--- src/rtl/apb_bridge_pkg.sv ---
// Shared types and sizing helpers for the APB master bridge.
// The optional ACCESS-phase timeout is enabled with `define APB_BRIDGE_TIMEOUT_EN.
package apb_bridge_pkg;

    typedef enum logic [1:0] {
        ST_IDLE,
        ST_SETUP,
        ST_ACCESS,
        ST_RESP
    } state_t;

    localparam int TIMEOUT_CYCLES_DEF = 256;

    function automatic int strb_w(input int data_w);
        return data_w / 8;
    endfunction

    function automatic int timeout_w(input int cycles);
        return $clog2(cycles + 1);
    endfunction

    localparam int TIMEOUT_W = timeout_w(TIMEOUT_CYCLES_DEF);

endpackage

--- src/rtl/apb_timeout_ctr.sv ---
// ACCESS-phase watchdog for the APB master bridge; only built with APB_BRIDGE_TIMEOUT_EN.
// Counts stalled ACCESS cycles and flags the last one allowed before forced termination.
module apb_timeout_ctr
    import apb_bridge_pkg::*;
#(
    parameter int  LIMIT = TIMEOUT_CYCLES_DEF,
    localparam int W     = timeout_w(LIMIT)
) (
    input  logic clock,
    input  logic reset_n,
    input  logic clear,
    input  logic enable,
    output logic expired
);

    logic [W-1:0] count;

    // The count holds k-1 during the k-th ACCESS cycle, so expiry lands on cycle LIMIT.
    assign expired = (count >= W'(LIMIT - 1));

    always_ff @(posedge clock or negedge reset_n) begin
        if (!reset_n) begin
            count <= '0;
        end else if (clear) begin
            count <= '0;
        end else if (enable && !expired) begin
            count <= count + 1'b1;
        end
    end

endmodule

--- src/rtl/apb_master_bridge.sv ---
// Valid/ready request/response to single-transfer APB3/APB4 initiator, one transfer outstanding.
// Define APB_BRIDGE_TIMEOUT_EN to force-terminate ACCESS phases after TIMEOUT_CYCLES.
//
// state     | meaning
// ST_IDLE   | waiting for a request; req_ready high
// ST_SETUP  | psel=1, penable=0, one cycle
// ST_ACCESS | psel=1, penable=1 until pready (or timeout)
// ST_RESP   | rsp_valid held until rsp_ready
module apb_master_bridge
    import apb_bridge_pkg::*;
#(
    parameter int  ADDR_W         = 32,
    parameter int  DATA_W         = 32,
    parameter int  TIMEOUT_CYCLES = TIMEOUT_CYCLES_DEF,
    localparam int STRB_W         = strb_w(DATA_W)
) (
    input  logic              clock,
    input  logic              reset_n,
    input  logic              req_valid,
    output logic              req_ready,
    input  logic [ADDR_W-1:0] req_addr,
    input  logic              req_write,
    input  logic [DATA_W-1:0] req_wdata,
    input  logic [STRB_W-1:0] req_wstrb,
    input  logic [2:0]        req_prot,
    output logic              rsp_valid,
    input  logic              rsp_ready,
    output logic [DATA_W-1:0] rsp_rdata,
    output logic              rsp_err,
    output logic [ADDR_W-1:0] out_paddr,
    output logic [2:0]        out_pprot,
    output logic              out_pwrite,
    output logic [DATA_W-1:0] out_pwdata,
    output logic [STRB_W-1:0] out_pstrb,
    output logic              out_psel,
    output logic              out_penable,
    input  logic              out_pready,
    input  logic              out_pslverr,
    input  logic [DATA_W-1:0] out_prdata
);

    state_t state, state_nxt;
    logic   timeout_hit;

`ifdef APB_BRIDGE_TIMEOUT_EN
    logic ctr_expired;

    apb_timeout_ctr #(
        .LIMIT (TIMEOUT_CYCLES)
    ) u_timeout_ctr (
        .clock   (clock),
        .reset_n (reset_n),
        .clear   (state == ST_SETUP),
        .enable  ((state == ST_ACCESS) && !out_pready),
        .expired (ctr_expired)
    );

    assign timeout_hit = (state == ST_ACCESS) && ctr_expired;
`else
    assign timeout_hit = 1'b0;
`endif

    always_ff @(posedge clock or negedge reset_n) begin
        if (!reset_n) begin
            state <= ST_IDLE;
        end else begin
            state <= state_nxt;
        end
    end

    always_comb begin
        state_nxt   = state;
        req_ready   = 1'b0;
        rsp_valid   = 1'b0;
        out_psel    = 1'b0;
        out_penable = 1'b0;
        case (state)
            ST_IDLE: begin
                req_ready = 1'b1;
                if (req_valid) state_nxt = ST_SETUP;
            end
            ST_SETUP: begin
                out_psel  = 1'b1;
                state_nxt = ST_ACCESS;
            end
            ST_ACCESS: begin
                out_psel    = 1'b1;
                out_penable = 1'b1;
                if (out_pready || timeout_hit) state_nxt = ST_RESP;
            end
            ST_RESP: begin
                rsp_valid = 1'b1;
                if (rsp_ready) state_nxt = ST_IDLE;
            end
            default: state_nxt = ST_IDLE;
        endcase
    end

    // Request fields are frozen at accept so the APB side stays stable through pready.
    always_ff @(posedge clock or negedge reset_n) begin
        if (!reset_n) begin
            out_paddr  <= '0;
            out_pprot  <= '0;
            out_pwrite <= 1'b0;
            out_pwdata <= '0;
            out_pstrb  <= '0;
        end else if (req_valid && req_ready) begin
            out_paddr  <= req_addr;
            out_pprot  <= req_prot;
            out_pwrite <= req_write;
            out_pwdata <= req_write ? req_wdata : '0;
            out_pstrb  <= req_write ? req_wstrb : '0;
        end
    end

    // A normal pready completion takes priority over a timeout in the same cycle.
    always_ff @(posedge clock or negedge reset_n) begin
        if (!reset_n) begin
            rsp_rdata <= '0;
            rsp_err   <= 1'b0;
        end else if (state == ST_ACCESS) begin
            if (out_pready) begin
                rsp_rdata <= out_pwrite ? '0 : out_prdata;
                rsp_err   <= out_pslverr;
            end else if (timeout_hit) begin
                rsp_rdata <= '0;
                rsp_err   <= 1'b1;
            end
        end
    end

endmodule

--- config.mk ---
export PLATFORM = sky130hd
export DESIGN_NAME = apb_master_bridge
export DESIGN_NICKNAME = d
export VERILOG_FILES = /design/src/rtl/apb_bridge_pkg.sv /design/src/rtl/apb_timeout_ctr.sv /design/src/rtl/apb_master_bridge.sv
export SDC_FILE = /design/constraint.sdc
export NUM_CORES = 1
export LEC_CHECK = 0
export CAP_MARGIN = 15
export CORE_MARGIN = 4
export CORE_UTILIZATION = 35
export DETAILED_ROUTE_END_ITERATION = 8
export GPL_TIMING_DRIVEN = 0
export PLACE_DENSITY = 0.84
export SYNTH_ARGS = -nofsm -noshare
export SYNTH_HDL_FRONTEND = slang
export SYNTH_SLANG_ARGS = --single-unit
--- constraint.sdc ---
create_clock -name clock -period 2.2 [get_ports clock]
set_clock_uncertainty 0.1 [all_clocks]
set_input_delay 0.33 -clock clock [delete_from_list [all_inputs] [get_ports clock]]
set_output_delay 0.33 -clock clock [all_outputs]
set_load 0.05 [all_outputs]
After elaboration in Yosys (flattened, before gate mapping) --
Index checks and enable logic that the tools add are counted.
Word-level totals: output and inout bits 109, bits of input ports 110, register bits 107, logic and storage cells 30
Operators by class: multiplexer cells 11, reduce and logical (&&, ||, !) cells 5, eq/ne operators 6
Operators with widths (count):
- $mux 32 | 2
- $pmux 2 s4 | 1
- $mux 2 | 3
- $ne 2x2->1 const B | 3
- $eq 2x2->1 const B | 2
- $mux 1 | 4
- $mux 4 | 1
- $reduce_and 3->1 | 1
- $eq 2x1->1 const B | 1
- $logic_not 2->1 | 1
- $reduce_and 2->1 | 1
- $reduce_or 2->1 | 1
- $logic_and 1x1->1 | 1

Depth between registers and ports, before layout --
depth after elaboration 3, mapped depth 7, depth with buffers taken out 5

Worst setup path after synthesis --
No wires, ideal clock.
kind register to register, start register state[0], end register out_pwdata[27], stages on the path, launching flop included 8, path slack 0.226 ns, library setup time 0.135 ns, path buffers 2, data required time 1.965 ns, arrival time 1.739 ns, clock period less this slack 1.974 ns, cells stage by stage dfrtp_1 -> inv_1 -> ha_1 -> nand2_1 -> buf_2 -> buf_2 -> nand2_1 -> o21ai_0
Between the ends: longest elaborated chain between the ends 3
Ends and longest elaborated chain:
- from (decl) | RTL line apb_master_bridge.sv:42 | state_t state, state_nxt;
- from (signal assigned) | RTL line apb_master_bridge.sv:67 | state <= state_nxt;
- $logic_not 2->1 | RTL line apb_master_bridge.sv:77 | case (state)
- $mux 1 | RTL line apb_master_bridge.sv:77
- named net req_ready | RTL line apb_master_bridge.sv:20 | output logic req_ready,
- $logic_and 1x1->1 | RTL line apb_master_bridge.sv:107 | end else if (req_valid && req_ready) begin
- to (signal assigned) | RTL line apb_master_bridge.sv:111 | out_pwdata <= req_write ? req_wdata : '0;
- to (decl) | RTL line apb_master_bridge.sv:33 | output logic [DATA_W-1:0] out_pwdata,
The timed path passes the listed nets, and every way through them passes these cells. A chain may end at the register's enable or synchronous reset.

Worst setup path after layout --
start register out_pwrite, end output out_pwrite
RTL lines:
- from (decl) | RTL line apb_master_bridge.sv:32 | output logic out_pwrite,
- from (signal assigned) | RTL line apb_master_bridge.sv:110 | out_pwrite <= req_write;
No word-level cell between the ends.

==> flow_summary.toml <==
[floorplan]
die_width_um = 118
dieArea_um2 = 13900
die_y_um = 118
start_util_pct = 36.4
coreArea_um2 = 11600
io_pins = 219
num_rows = 39

[sta]
setup_viol = 0
timing.final.hold_violations = 0
timing.max_slew.rel_slack_pct = 52.3
report.final.slew_viol_count = 0
final_worst_path_cycle_share_pct = 94.5
transition_at_the_pin_with_the_smallest_max_transition_slack_ns = 0.715
maximum_clock_rate_mhz = 481
min_tclk_post_route_ns = 2.08
rsz_0062_raised_after_global_routing = "no"

[final_layout]
utilization_pct = 59.3
nFillCells = 962
flow.area_growth_from_synthesis_pct = 62.9
final_net_count = 730
final_layout_size_suffix_gt1_share_pct = 9.97
finalNonFillerCells = 765
final_antenna_diode_count = 0

[global_routing]
grt_remaining_overflow = 0
global_route_wire_length_before_repair_um = 19900
grt_start_max_net_pins = 55
grt_usage_pct = 17.7
grt_antenna_before_repair = 0
grt_pass1_vias = 3930

[min_path]
hp-class = "primary input to register"
hold_path_startpoint = "req_write"
hold-path-endpoint = "out_pstrb[1]"
worst_hold_path_depth = 3

[placement]
buffer_ports.inserted = 217
gp_congestion = 0.763
placedCellCount = 748
hpwl_um = 9590

[clocking]
clockRootBuffer = "sky130_fd_sc_hd__clkbuf_16"
number_of_buffers_between_clock_root_and_the_deepest_sink = 2
cts_made_buffers = 9
clk_pin_slew_worst_paths_ns = 0.07
cts.sinks = 107
clk_latency_ns = 0.34
cts_setup_buffers = 0
tritoncts = "built"
cts_htree_levels = 3

[critical_path]
critPathMaxFanout = 7
critical_path_arrival_ns = 1.65
path_cells = "clkdlybuf4s50_1"
timing.critical_path.max_delay_family = "buffers and inverters"
regToRegSetupSlack_ns = 0.26
cp-end-kind = "primary output"
timing.rr.end = "out_paddr[29]"
critPathLaunchType = "register"
crit_buf_inv = 1
critical-path-slowest-cell = "sky130_fd_sc_hd__clkdlybuf4s50_1"
worstPathRequired_ns = 1.77
worst-r2r-cell-count = 5
critical-path-max-stage-delay_ns = 0.86
timing_worst_setup_path_type = "register to primary output"
r2r_start = "state[0]"

[drt]
drtPass1Iterations = 4
via_count = 3639
detail_route.iter0.violations = 230
via_per_inst = 4.76
routed_wirelength_um = 12300
ant_nets = 0
final_routed_drc_violation_total = 0
avgRoutedWirePerCell_um = 16.1

[run_status]
run_status = "finished, final reports clean"

[pwr]
pwr-share-clk_pct = 12.5
power_frac_seq_pct = 28.2
power_frac_comb_pct = 59.3
total_leakage_power_nw = 3.00
power_per_cell_area_nw_per_um2 = 1730
swShare_pct = 48.8
max-vdd-ir-drop_v = 0.00100
switchingPower_mw = 5.82
total_power_after_layout_mw = 11.9
p_int_mw = 6.11

[synthesis]
synth-seq-area-share_pct = 63.3
ys_seq_elements = 107
syn-instance-count = 387
synth.yosys.warnings = 0
synth_area_per_cell_um2 = 10.9
yosys.cell_types.count = 13
synth_fp_nets = 500
syn-cell-area_um2 = 4230

[job]
max_cap_viols = 0
==> worst max-delay path by stage <==
| stage | start | to | cells past startpoint |
|---|---|---|---|
| final | out_pwrite | out_pwrite | 1 |
| after global routing | state[1] | out_pwdata[15] | 7 |
| after CTS | state[1] | rsp_valid | 2 |
| after floorplan | state[0] | out_pwdata[27] | 7 |
| after detailed placement | req_valid | out_pprot[0] | 4 |
| after global placement | reset_n | out_paddr[3] | 1 |
==> Yosys cell counts <==
library cell	n	area, µm²
sky130_fd_sc_hd__dfrtp_1	107	2680
sky130_fd_sc_hd__nand2_1	106	398
sky130_fd_sc_hd__o21ai_0	68	340
sky130_fd_sc_hd__mux2_2	37	417
sky130_fd_sc_hd__nand2b_1	32	200
sky130_fd_sc_hd__clkbuf_1	15	56.3
sky130_fd_sc_hd__buf_2	10	50.1
sky130_fd_sc_hd__inv_1	5	18.8
sky130_fd_sc_hd__ha_1	3	37.5
sky130_fd_sc_hd__a222oi_1	1	10.0
sky130_fd_sc_hd__mux2_1	1	11.3
sky130_fd_sc_hd__mux2i_1	1	10.0
sky130_fd_sc_hd__nor2_1	1	3.75
==> timing repair <==
action / 4_1_cts / 5_1_grt
hold endpoints to repair: 53 / 0
hold buffers: 1 / 0
setup endpoints to repair: 3 / 1
gates resized for setup: 3 / 1
==> layout make-up <==
| class | count | area, µm² | area share, % |
|---|---|---|---|
| buffer | 25 | 106 | 1.54 |
| clock buffer | 14 | 264 | 3.83 |
| multi-input combinational | 250 | 1430 | 20.7 |
| inverter | 5 | 18.8 | 0.272 |
| clock inverter | 2 | 10.0 | 0.145 |
| timing repair buffer | 219 | 2210 | 32.0 |
| tap | 143 | 179 | 2.60 |
| sequential | 107 | 2680 | 38.9 |
==> cells in the final DEF (no fill, tap or decap), types with 5 or more instances in the layout <==
master | synthesis | final
sky130_fd_sc_hd__buf_2 | 10 | 10
sky130_fd_sc_hd__clkbuf_1 | 15 | 18
sky130_fd_sc_hd__clkbuf_16 | 0 | 9
sky130_fd_sc_hd__clkdlybuf4s50_1 | 0 | 212
sky130_fd_sc_hd__dfrtp_1 | 107 | 107
sky130_fd_sc_hd__inv_1 | 5 | 5
sky130_fd_sc_hd__mux2_2 | 37 | 37
sky130_fd_sc_hd__nand2_1 | 106 | 106
sky130_fd_sc_hd__nand2b_1 | 32 | 32
sky130_fd_sc_hd__o21ai_0 | 68 | 68
==> worst min-delay path, delay by kind of cell <==
kind / cells / cell delay, ns
buffers and inverters: 1 / 0.18
and+or+nand+nor: 1 / 0.08
AOI/OAI and AO/OA: 1 / 0.06
==> sequential cells by signal, indices dropped and copies added, names as in the netlist <==
register    cells
out_paddr      32
out_pwdata     32
rsp_rdata      32
out_pstrb       4
out_pprot       3
state           2
out_pwrite      1
rsp_err         1
==> metrics by stage <==
stage / setup slack, ns / hold WS [ns] / instance area, µm² / TNS [ns]
3_3_place_gp: -3.14 / 0.362 / 6580 / -334.69
6_report: 0.120 / 0.255 / 6890 / 0
2_1_floorplan: 0.226 / -0.0656 / 4230 / 0
5_1_grt: 0.0189 / 0.269 / 6890 / 0
4_1_cts: 0.0110 / 0.244 / 6890 / 0
3_5_place_dp: 0.0532 / 0.324 / 6610 / 0
==> metal layers <==
layer / part of all wire [%] / wire (µm) / track usage (%) / vias to the layer above
met5: 0 / 0 / 0 / -
met2: 51 / 6250 / 30.9 / 143
met4: 2.9 / 357 / 8.06 / 0
li1: - / - / - / 1720
met1: 39 / 4860 / 19.3 / 1747
met3: 7.0 / 866 / 5.91 / 29
==> cells by family (layout without fill, tap and decap cells) <==
group,Yosys count,in the layout,share of synthesized area [%]
simple gates,139,139,14.2
mux,39,39,10.4
buf+inv,30,265,2.96
fa+ha+maj,3,3,0.887
flops,107,107,63.3
compound gates,69,69,8.28
==> power groups by stage <==
stage	Clock [mW]	Combinational (mW)	Sequential [mW]
2_1_floorplan	0	1.50	6.42
3_3_place_gp	0	7.02	3.34
3_5_place_dp	0	7.15	3.40
4_1_cts	1.55	7.14	3.37
5_1_grt	1.65	7.41	3.47
6_report	1.50	7.07	3.36
(Power assumes the default switching activity.)
